===== src/rtl/fwd_hazard_ctrl_pkg.sv =====
// Shared types and constants for the forwarding / load-use hazard controller.
// Tag layout, select encodings and the forwarding priority function live here.
package fwd_hazard_ctrl_pkg;

  localparam int TAG_AW = 5;

  localparam logic [1:0] FWD_REG = 2'd0;
  localparam logic [1:0] FWD_MEM = 2'd1;
  localparam logic [1:0] FWD_WB  = 2'd2;

  typedef struct packed {
    logic              valid;
    logic [TAG_AW-1:0] rd;
    logic              mem_read;
  } tag_t;

  localparam tag_t TAG_INVALID = '{valid: 1'b0, rd: '0, mem_read: 1'b0};

  // Newest producer wins; register 0 is hardwired and never forwarded.
  function automatic logic [1:0] fwd_sel(input logic [TAG_AW-1:0] src,
                                         input tag_t t_ex,
                                         input tag_t t_mem);
    logic [1:0] sel;
    sel = FWD_REG;
    if (src != '0 && t_ex.valid && t_ex.rd == src) begin
      sel = FWD_MEM;
    end else if (src != '0 && t_mem.valid && t_mem.rd == src) begin
      sel = FWD_WB;
    end
    return sel;
  endfunction

endpackage


===== src/rtl/fwd_hazard_ctrl_tag_stage.sv =====
// One in-flight destination tag register: synchronous reset, load enable,
// and clear-to-bubble (clear has priority over load data).
module fwd_tag_stage
  import fwd_hazard_ctrl_pkg::*;
(
  input  logic clk_i,
  input  logic rst_i,
  input  logic load_i,
  input  logic clear_i,
  input  tag_t d_i,
  output tag_t q_o
);

  tag_t tag_q;
  tag_t tag_d;

  always_comb begin
    tag_d = tag_q;
    if (clear_i) begin
      tag_d = TAG_INVALID;
    end else if (load_i) begin
      tag_d = d_i;
    end
  end

  always_ff @(posedge clk_i) begin
    if (rst_i) begin
      tag_q <= TAG_INVALID;
    end else begin
      tag_q <= tag_d;
    end
  end

  assign q_o = tag_q;

endmodule


===== src/rtl/fwd_hazard_ctrl.sv =====
// Forwarding select and load-use stall generation for the 5-stage pipeline.
// Optional statistics counters are built when FWD_HAZARD_CTRL_STATS_EN is defined.
module fwd_hazard_ctrl
  import fwd_hazard_ctrl_pkg::*;
#(
  parameter int REG_AW = 5,
  parameter int CNT_W  = 16
) (
  input  logic              clk_i,
  input  logic              rst_i,
  input  logic              id_valid_i,
  input  logic [REG_AW-1:0] id_rs_i,
  input  logic [REG_AW-1:0] id_rt_i,
  input  logic              id_use_rt_i,
  input  logic [REG_AW-1:0] id_rd_i,
  input  logic              id_reg_write_i,
  input  logic              id_mem_read_i,
  input  logic              flush_i,
  output logic [1:0]        fwd_a_sel_o,
  output logic [1:0]        fwd_b_sel_o,
  output logic              stall_o
`ifdef FWD_HAZARD_CTRL_STATS_EN
  ,
  output logic [CNT_W-1:0]  stall_cnt_o,
  output logic [CNT_W-1:0]  fwd_cnt_o
`endif
);

  if (REG_AW > TAG_AW) begin : g_aw_check
    $error("REG_AW exceeds tag address width");
  end

  tag_t t_ex, t_mem, t_wb, ex_d;
  logic [TAG_AW-1:0] src_a, src_b;
  logic hazard, bubble;
  logic [1:0] sel_a_d, sel_a_q, sel_b_d, sel_b_q;

  always_comb begin
    src_a = TAG_AW'(id_rs_i);
    src_b = id_use_rt_i ? TAG_AW'(id_rt_i) : '0;
    ex_d  = '{valid:    id_reg_write_i & (id_rd_i != '0),
              rd:       TAG_AW'(id_rd_i),
              mem_read: id_mem_read_i};
  end

  assign hazard = t_ex.valid & t_ex.mem_read & id_valid_i &
                  ((src_a == t_ex.rd) | (id_use_rt_i & (src_b == t_ex.rd)));
  assign stall_o = hazard & ~flush_i;
  assign bubble  = flush_i | stall_o | ~id_valid_i;

  always_comb begin
    sel_a_d = FWD_REG;
    sel_b_d = FWD_REG;
    if (!bubble) begin
      sel_a_d = fwd_sel(src_a, t_ex, t_mem);
      sel_b_d = fwd_sel(src_b, t_ex, t_mem);
    end
  end

  always_ff @(posedge clk_i) begin
    if (rst_i) begin
      sel_a_q <= FWD_REG;
      sel_b_q <= FWD_REG;
    end else begin
      sel_a_q <= sel_a_d;
      sel_b_q <= sel_b_d;
    end
  end

  assign fwd_a_sel_o = sel_a_q;
  assign fwd_b_sel_o = sel_b_q;

  // EX and later stages never stall, so MEM and WB shift every edge.
  fwd_tag_stage u_ex (
    .clk_i   (clk_i),
    .rst_i   (rst_i),
    .load_i  (1'b1),
    .clear_i (bubble),
    .d_i     (ex_d),
    .q_o     (t_ex)
  );

  fwd_tag_stage u_mem (
    .clk_i   (clk_i),
    .rst_i   (rst_i),
    .load_i  (1'b1),
    .clear_i (1'b0),
    .d_i     (t_ex),
    .q_o     (t_mem)
  );

  fwd_tag_stage u_wb (
    .clk_i   (clk_i),
    .rst_i   (rst_i),
    .load_i  (1'b1),
    .clear_i (1'b0),
    .d_i     (t_mem),
    .q_o     (t_wb)
  );

  // The WB tag is tracked for pipeline symmetry; the register file handles WB reads.
  logic unused_wb;
  assign unused_wb = ^t_wb;

`ifdef FWD_HAZARD_CTRL_STATS_EN
  logic [CNT_W-1:0] stall_cnt_q, stall_cnt_d, fwd_cnt_q, fwd_cnt_d;
  logic [CNT_W:0]   stall_sum, fwd_sum;
  logic [1:0]       fwd_inc;

  always_comb begin
    fwd_inc     = {1'b0, sel_a_d != FWD_REG} + {1'b0, sel_b_d != FWD_REG};
    stall_sum   = {1'b0, stall_cnt_q} + (CNT_W+1)'(stall_o);
    fwd_sum     = {1'b0, fwd_cnt_q} + (CNT_W+1)'(fwd_inc);
    stall_cnt_d = stall_sum[CNT_W] ? '1 : stall_sum[CNT_W-1:0];
    fwd_cnt_d   = fwd_sum[CNT_W] ? '1 : fwd_sum[CNT_W-1:0];
  end

  always_ff @(posedge clk_i) begin
    if (rst_i) begin
      stall_cnt_q <= '0;
      fwd_cnt_q   <= '0;
    end else begin
      stall_cnt_q <= stall_cnt_d;
      fwd_cnt_q   <= fwd_cnt_d;
    end
  end

  assign stall_cnt_o = stall_cnt_q;
  assign fwd_cnt_o   = fwd_cnt_q;
`else
  if (CNT_W < 1) begin : g_cnt_check
    $error("CNT_W must be at least 1");
  end
`endif

endmodule


===== config.mk =====
export PLATFORM = sky130hd
export DESIGN_NAME = fwd_hazard_ctrl
export DESIGN_NICKNAME = d
export VERILOG_FILES = /design/src/rtl/fwd_hazard_ctrl_pkg.sv /design/src/rtl/fwd_hazard_ctrl_tag_stage.sv /design/src/rtl/fwd_hazard_ctrl.sv
export SDC_FILE = /design/constraint.sdc
export NUM_CORES = 1
export LEC_CHECK = 0
export ABC_AREA = 1
export CAP_MARGIN = 20
export CORE_MARGIN = 8
export CORE_UTILIZATION = 48
export CTS_BUF_LIST = sky130_fd_sc_hd__clkbuf_16
export CTS_CLUSTER_SIZE = 14
export DETAILED_ROUTE_END_ITERATION = 8
export PLACE_DENSITY = 0.82
export SKIP_LAST_GASP = 1
export SYNTH_ARGS = -nofsm -noshare
export SYNTH_HDL_FRONTEND = slang
export SYNTH_SLANG_ARGS = --single-unit

===== constraint.sdc =====
create_clock -name clk_i -period 3.15 [get_ports clk_i]
set_clock_uncertainty 0.2 [all_clocks]
set_input_delay 0.63 -clock clk_i [delete_from_list [all_inputs] [get_ports clk_i]]
set_output_delay 0.63 -clock clk_i [all_outputs]
set_load 0.02 [all_outputs]

# Word level (Yosys, flattened, before mapping)

Cells that the tools add are included.
Widths: inputs -> output; s select.

Flip-flop bits (word level): 17
Input port bits: 22
Output and inout port bits: 5
Word-level logic and storage cells: 45

Eq/ne operators: 6
Muxes and demuxes: 5
Bitwise operators: 11
Reductions and logical operators: 14

Operator list:

| kind              | number |
|---|---|
| $eq 5x5->1        | 6 |
| $reduce_bool 5->1 | 3 |
| $logic_and 1x1->1 | 8 |
| $and 1x1->1       | 6 |
| $reduce_or 3->1   | 2 |
| $mux 5            | 1 |
| $mux 2            | 2 |
| $or 1x1->1        | 3 |
| $mux 1            | 2 |
| $not 1->1         | 2 |
| $reduce_or 2->1   | 1 |

# Logic depth before layout (Yosys ltp)

Depth in word-level cells: 9
Mapped depth: 12
Depth with buffers taken out: 10

# By module

Synthesis repeated with hierarchy kept, for this count alone.

Cells, all modules: 183
Area total of the unflattened synthesis: 1139.8 µm²

Modules (own cells, without submodules):

| module          | times used | cells an instance | area an instance (µm²) | sequential area each (µm²) |
|---|---|---|---|---|
| fwd_tag_stage   | 2          | 44                | 289.0                  | 140.1 |
| fwd_hazard_ctrl | 1          | 95                | 561.8                  | 80.1 |

# Worst setup path after synthesis

OpenSTA, ideal clock, no wires.

Path kind: input port to output port
From: in id_use_rt_i
To: out stall_o
Arrival time: 1526 ps
Data required time: 2320 ps
Slack: 794 ps
Stages: 9
Buffers on the path: 1
Cells stage by stage: buf_6 -> nand2_1 -> nand2_1 -> nand2_1 -> nor2_1 -> nand4_1 -> nand2_1 -> nand2_1 -> nor2_1

Cells in the longest elaborated chain, start to end: 6

Ends and longest elaborated chain:

| item            | RTL line              | text |
|---|---|---|
| from (decl)     | fwd_hazard_ctrl.sv:14 | `input logic id_use_rt_i,` |
| $mux 5          | fwd_hazard_ctrl.sv:40 | `src_b = id_use_rt_i ? TAG_AW'(id_rt_i) : '0;` |
| $eq 5x5->1      | fwd_hazard_ctrl.sv:47 | `((src_a == t_ex.rd) \| (id_use_rt_i & (src_b == t_ex.rd)));` |
| $and 1x1->1 (*) | fwd_hazard_ctrl.sv:47 |  |
| $or 1x1->1 (*)  | fwd_hazard_ctrl.sv:47 |  |
| $and 1x1->1 (*) | fwd_hazard_ctrl.sv:46 | `assign hazard = t_ex.valid & t_ex.mem_read & id_valid_i &` |
| $and 1x1->1 (*) | fwd_hazard_ctrl.sv:48 | `assign stall_o = hazard & ~flush_i;` |
| to (decl)       | fwd_hazard_ctrl.sv:21 | `output logic stall_o` |

Every way passes the cells marked *; elsewhere a longest branch is shown, timed or not.

# Final worst setup path

From: in id_rt_i[1]
To: out stall_o

Cells in the longest elaborated chain, start to end: 6

Ends and longest elaborated chain:

| item        | RTL line              | text |
|---|---|---|
| from (decl) | fwd_hazard_ctrl.sv:13 | `input logic [REG_AW-1:0] id_rt_i,` |
| $mux 5      | fwd_hazard_ctrl.sv:40 |  |
| $eq 5x5->1  | fwd_hazard_ctrl.sv:47 |  |
| $and 1x1->1 | fwd_hazard_ctrl.sv:47 |  |
| $or 1x1->1  | fwd_hazard_ctrl.sv:47 |  |
| $and 1x1->1 | fwd_hazard_ctrl.sv:46 |  |
| $and 1x1->1 | fwd_hazard_ctrl.sv:48 |  |

Every way passes these cells.

==> flow_summary.yaml <==
timing:
  fmax_ghz: 0.327
  relSlewSlack_pct: 74.1
  setup_ws_ps: 92.8
  finalHoldViolCount: 0
  rsz0062_at_grt: "false"
  timing.hold.ws_ps: 259
  setup_violations: 0
  period_share_pct: 97.1
  tightest_slew_ps: 388
  slew_viol_final: 0
  fin_setup_tns_ps: 0
  min_period_ps: 3060
die:
  pin_count: 27
  fp.dieW_um: 58.6
  rows: 15
  initial_core_util_pct: 51.0
  die_h_um: 58.6
  die_area_um2: 3430
  coreArea_um2: 1710
global_routing:
  grt_pass1_vias: 980
  grt_pass1_wl_um: 4280
  grt_max_degree: 12
  antenna_found_initial: 0
  track_usage_pct: 16.3
  grt-ovfl-total: 0
power_and_ir_drop:
  total_leakage_power_nw: 0.580
  ir_drop_mv: 0.438
  power.density_nw_per_um2: 432
cells_and_area:
  antenna_cells: 0
  fin_nets: 190
  area_growth_pct: 49.1
  design_area_um2: 1300
  fillers: 132
  drive_above_1_share_pct: 11.4
  multi_input_area_um2: 437
  fin_cells: 192
  seq_area_um2: 340
worst_setup_path:
  worstPathMaxFanout: 3
  required_ps: 2320
  cp.arrival_ps: 2230
  startpoint_type: "input pin"
  end_kind: "primary output"
  worstPathCellList: "clkdlybuf4s50_1, nand2_2, nand2_1, nand2_1, nor2_1, nand4_1, nand2_1, nand2_1, nor2_1, dlygate4sd2_1"
  cpMostUsedCell: "nand2_1"
  slowest_stage: "clkdlybuf4s50_1"
  critical-path-max-stage-delay_ps: 510
  critPathBufInv: 2
  critical_path.top_delay_family: "buffers and inverters"
  crit_type: "input pin to primary output"
flow_run:
  maxCapViolCount: 0
cts:
  cts_max_path_buffers: 2
  cts_hold_buf: 0
  clock-sinks: 17
  htree_levels: 1
  worstSkewPairLatency_ps: 250
  postCtsSetupBuffers: 0
  cts_buffers: 3
  cts.repair.resized: 2
  cts_tree: "yes"
  root_buffer: "clkbuf_16"
  cts.reportedPaths.clkPinSlew_ps: 50
drt:
  vias_per_cell: 4.95
  ant_nets: 0
  wl_met1_um: 969
  drc_errors: 0
  wl_met3_um: 189
  drt_iter0_markers: 28
  num_vias: 950
  wl_per_cell_um: 13.3
  wl_um: 2550
  dr_wl_met2_um: 1300
  drtPass1Iterations: 4
  dr.max_layer_used: "met4"
yosys:
  yosysSeqAreaShare_pct: 39.1
  syn_inst: 128
  syn-num-nets: 150
  synth_edf_count: 0
  synth_area_um2: 871
  yosysMostFrequentCell: "nor2_1"
  ys_ff_latch: 17
  yosysTopAreaCell: "dfxtp_1"
  yosysWarnings: 0
  ys.flop_type: "dfxtp_1"
  synth_area_per_cell_um2: 6.80
  synth_commonest_cells: "nor2_1 (28), nand2_1 (27), inv_1 (19)"
  synth.distinct_cells: 16
  synth_top_area_share_pct: 39.1
  synthArstFlopShare_pct: 0
  synth.area.top_cells: "dfxtp_1 (39%), nor2_1 (12%), nand2_1 (12%)"
placed_design:
  dpl.cell_count: 188
  dp_slack_ps: -385
  io_buffers: 26
  placed_cell_area_um2: 1220
  gp_congestion: 0.867
  dp.final_hpwl_um: 1940
worst_hold_path:
  min_path_type: "flop to flop"
status:
  status: "finished, final reports clean"
cell families after synthesis:
kind of cell,after synthesis,share of synthesized area (%)
simple gates,74,36.4
buf+inv,21,10.8
flops,17,39.1
xor+xnor,10,10.1
compound gates,6,3.74
area by class of cell:
class | count | share of cell area, %
Clock buffer | 3 | 5.78
Clock inverter | 1 | 0.289
Timing Repair Buffer | 37 | 26.2
Inverter | 19 | 5.49
Multi-Input combinational cell | 90 | 33.6
Tap cell | 25 | 2.41
Sequential cell | 17 | 26.2
layer usage:
metal	GRT usage (%)	vias to the layer above
met5	0	-
li1	-	473
met1	16.2	430
met4	10.2	0
met3	5.00	11
met2	29.0	36
metrics by stage:
step,power (mW),util [%]
floorplan,0.261,-
global placement,0.304,71.6
detailed placement,0.307,71.6
CTS,0.559,76.0
global route,0.581,76.0
finish,0.561,76.0
cells in the final DEF, fill, tap and decap left out:
cell	instances
a21oi_1	2
and3_1	1
buf_4	11
clkbuf_16	3
clkdlybuf4s50_1	24
dfxtp_1	17
dlygate4sd2_1	2
inv_1	20
nand2_1	27
nand2_2	4
nand3_1	6
nand4_1	6
nor2_1	28
nor3_1	1
o211ai_1	1
o21ai_0	3
or2_2	1
xnor2_1	3
xor2_1	7
final timing paths:
kind,startpoint,to,slack (ps),cells after the start
worst max-delay path,id_rt_i[1],stall_o,90,10
worst min register to register,u_ex.q_o[3]$_SDFF_PP0_,u_mem.q_o[3]$_SDFF_PP0_,260,2
worst min-delay path,u_ex.q_o[3]$_SDFF_PP0_,u_mem.q_o[3]$_SDFF_PP0_,260,2
worst max register to register,u_ex.q_o[5]$_SDFF_PP0_,u_ex.q_o[5]$_SDFF_PP0_,1560,9
flip-flops by register name, indices dropped and copies added (netlist names):
name and flops:
fwd_a_sel_o 2, fwd_b_sel_o 2, u_ex.q_o 7, u_mem.q_o 6
worst min-delay path, delay by kind of cell (launching register included):
family | cells | cell delay, ps
buf+inv | 1 | 60
flops | 1 | 330
simple gates | 1 | 30
where the power goes:
group / internal, mW / switching [mW] / leakage [nW]
Sequential: 0.219 / 0.00312 / 0.138
Clock: 0.169 / 0.0874 / 0.0423
Combinational: 0.0457 / 0.0370 / 0.400
Total: 0.434 / 0.127 / 0.580
Note: power is estimated with default switching activity, not from simulation.
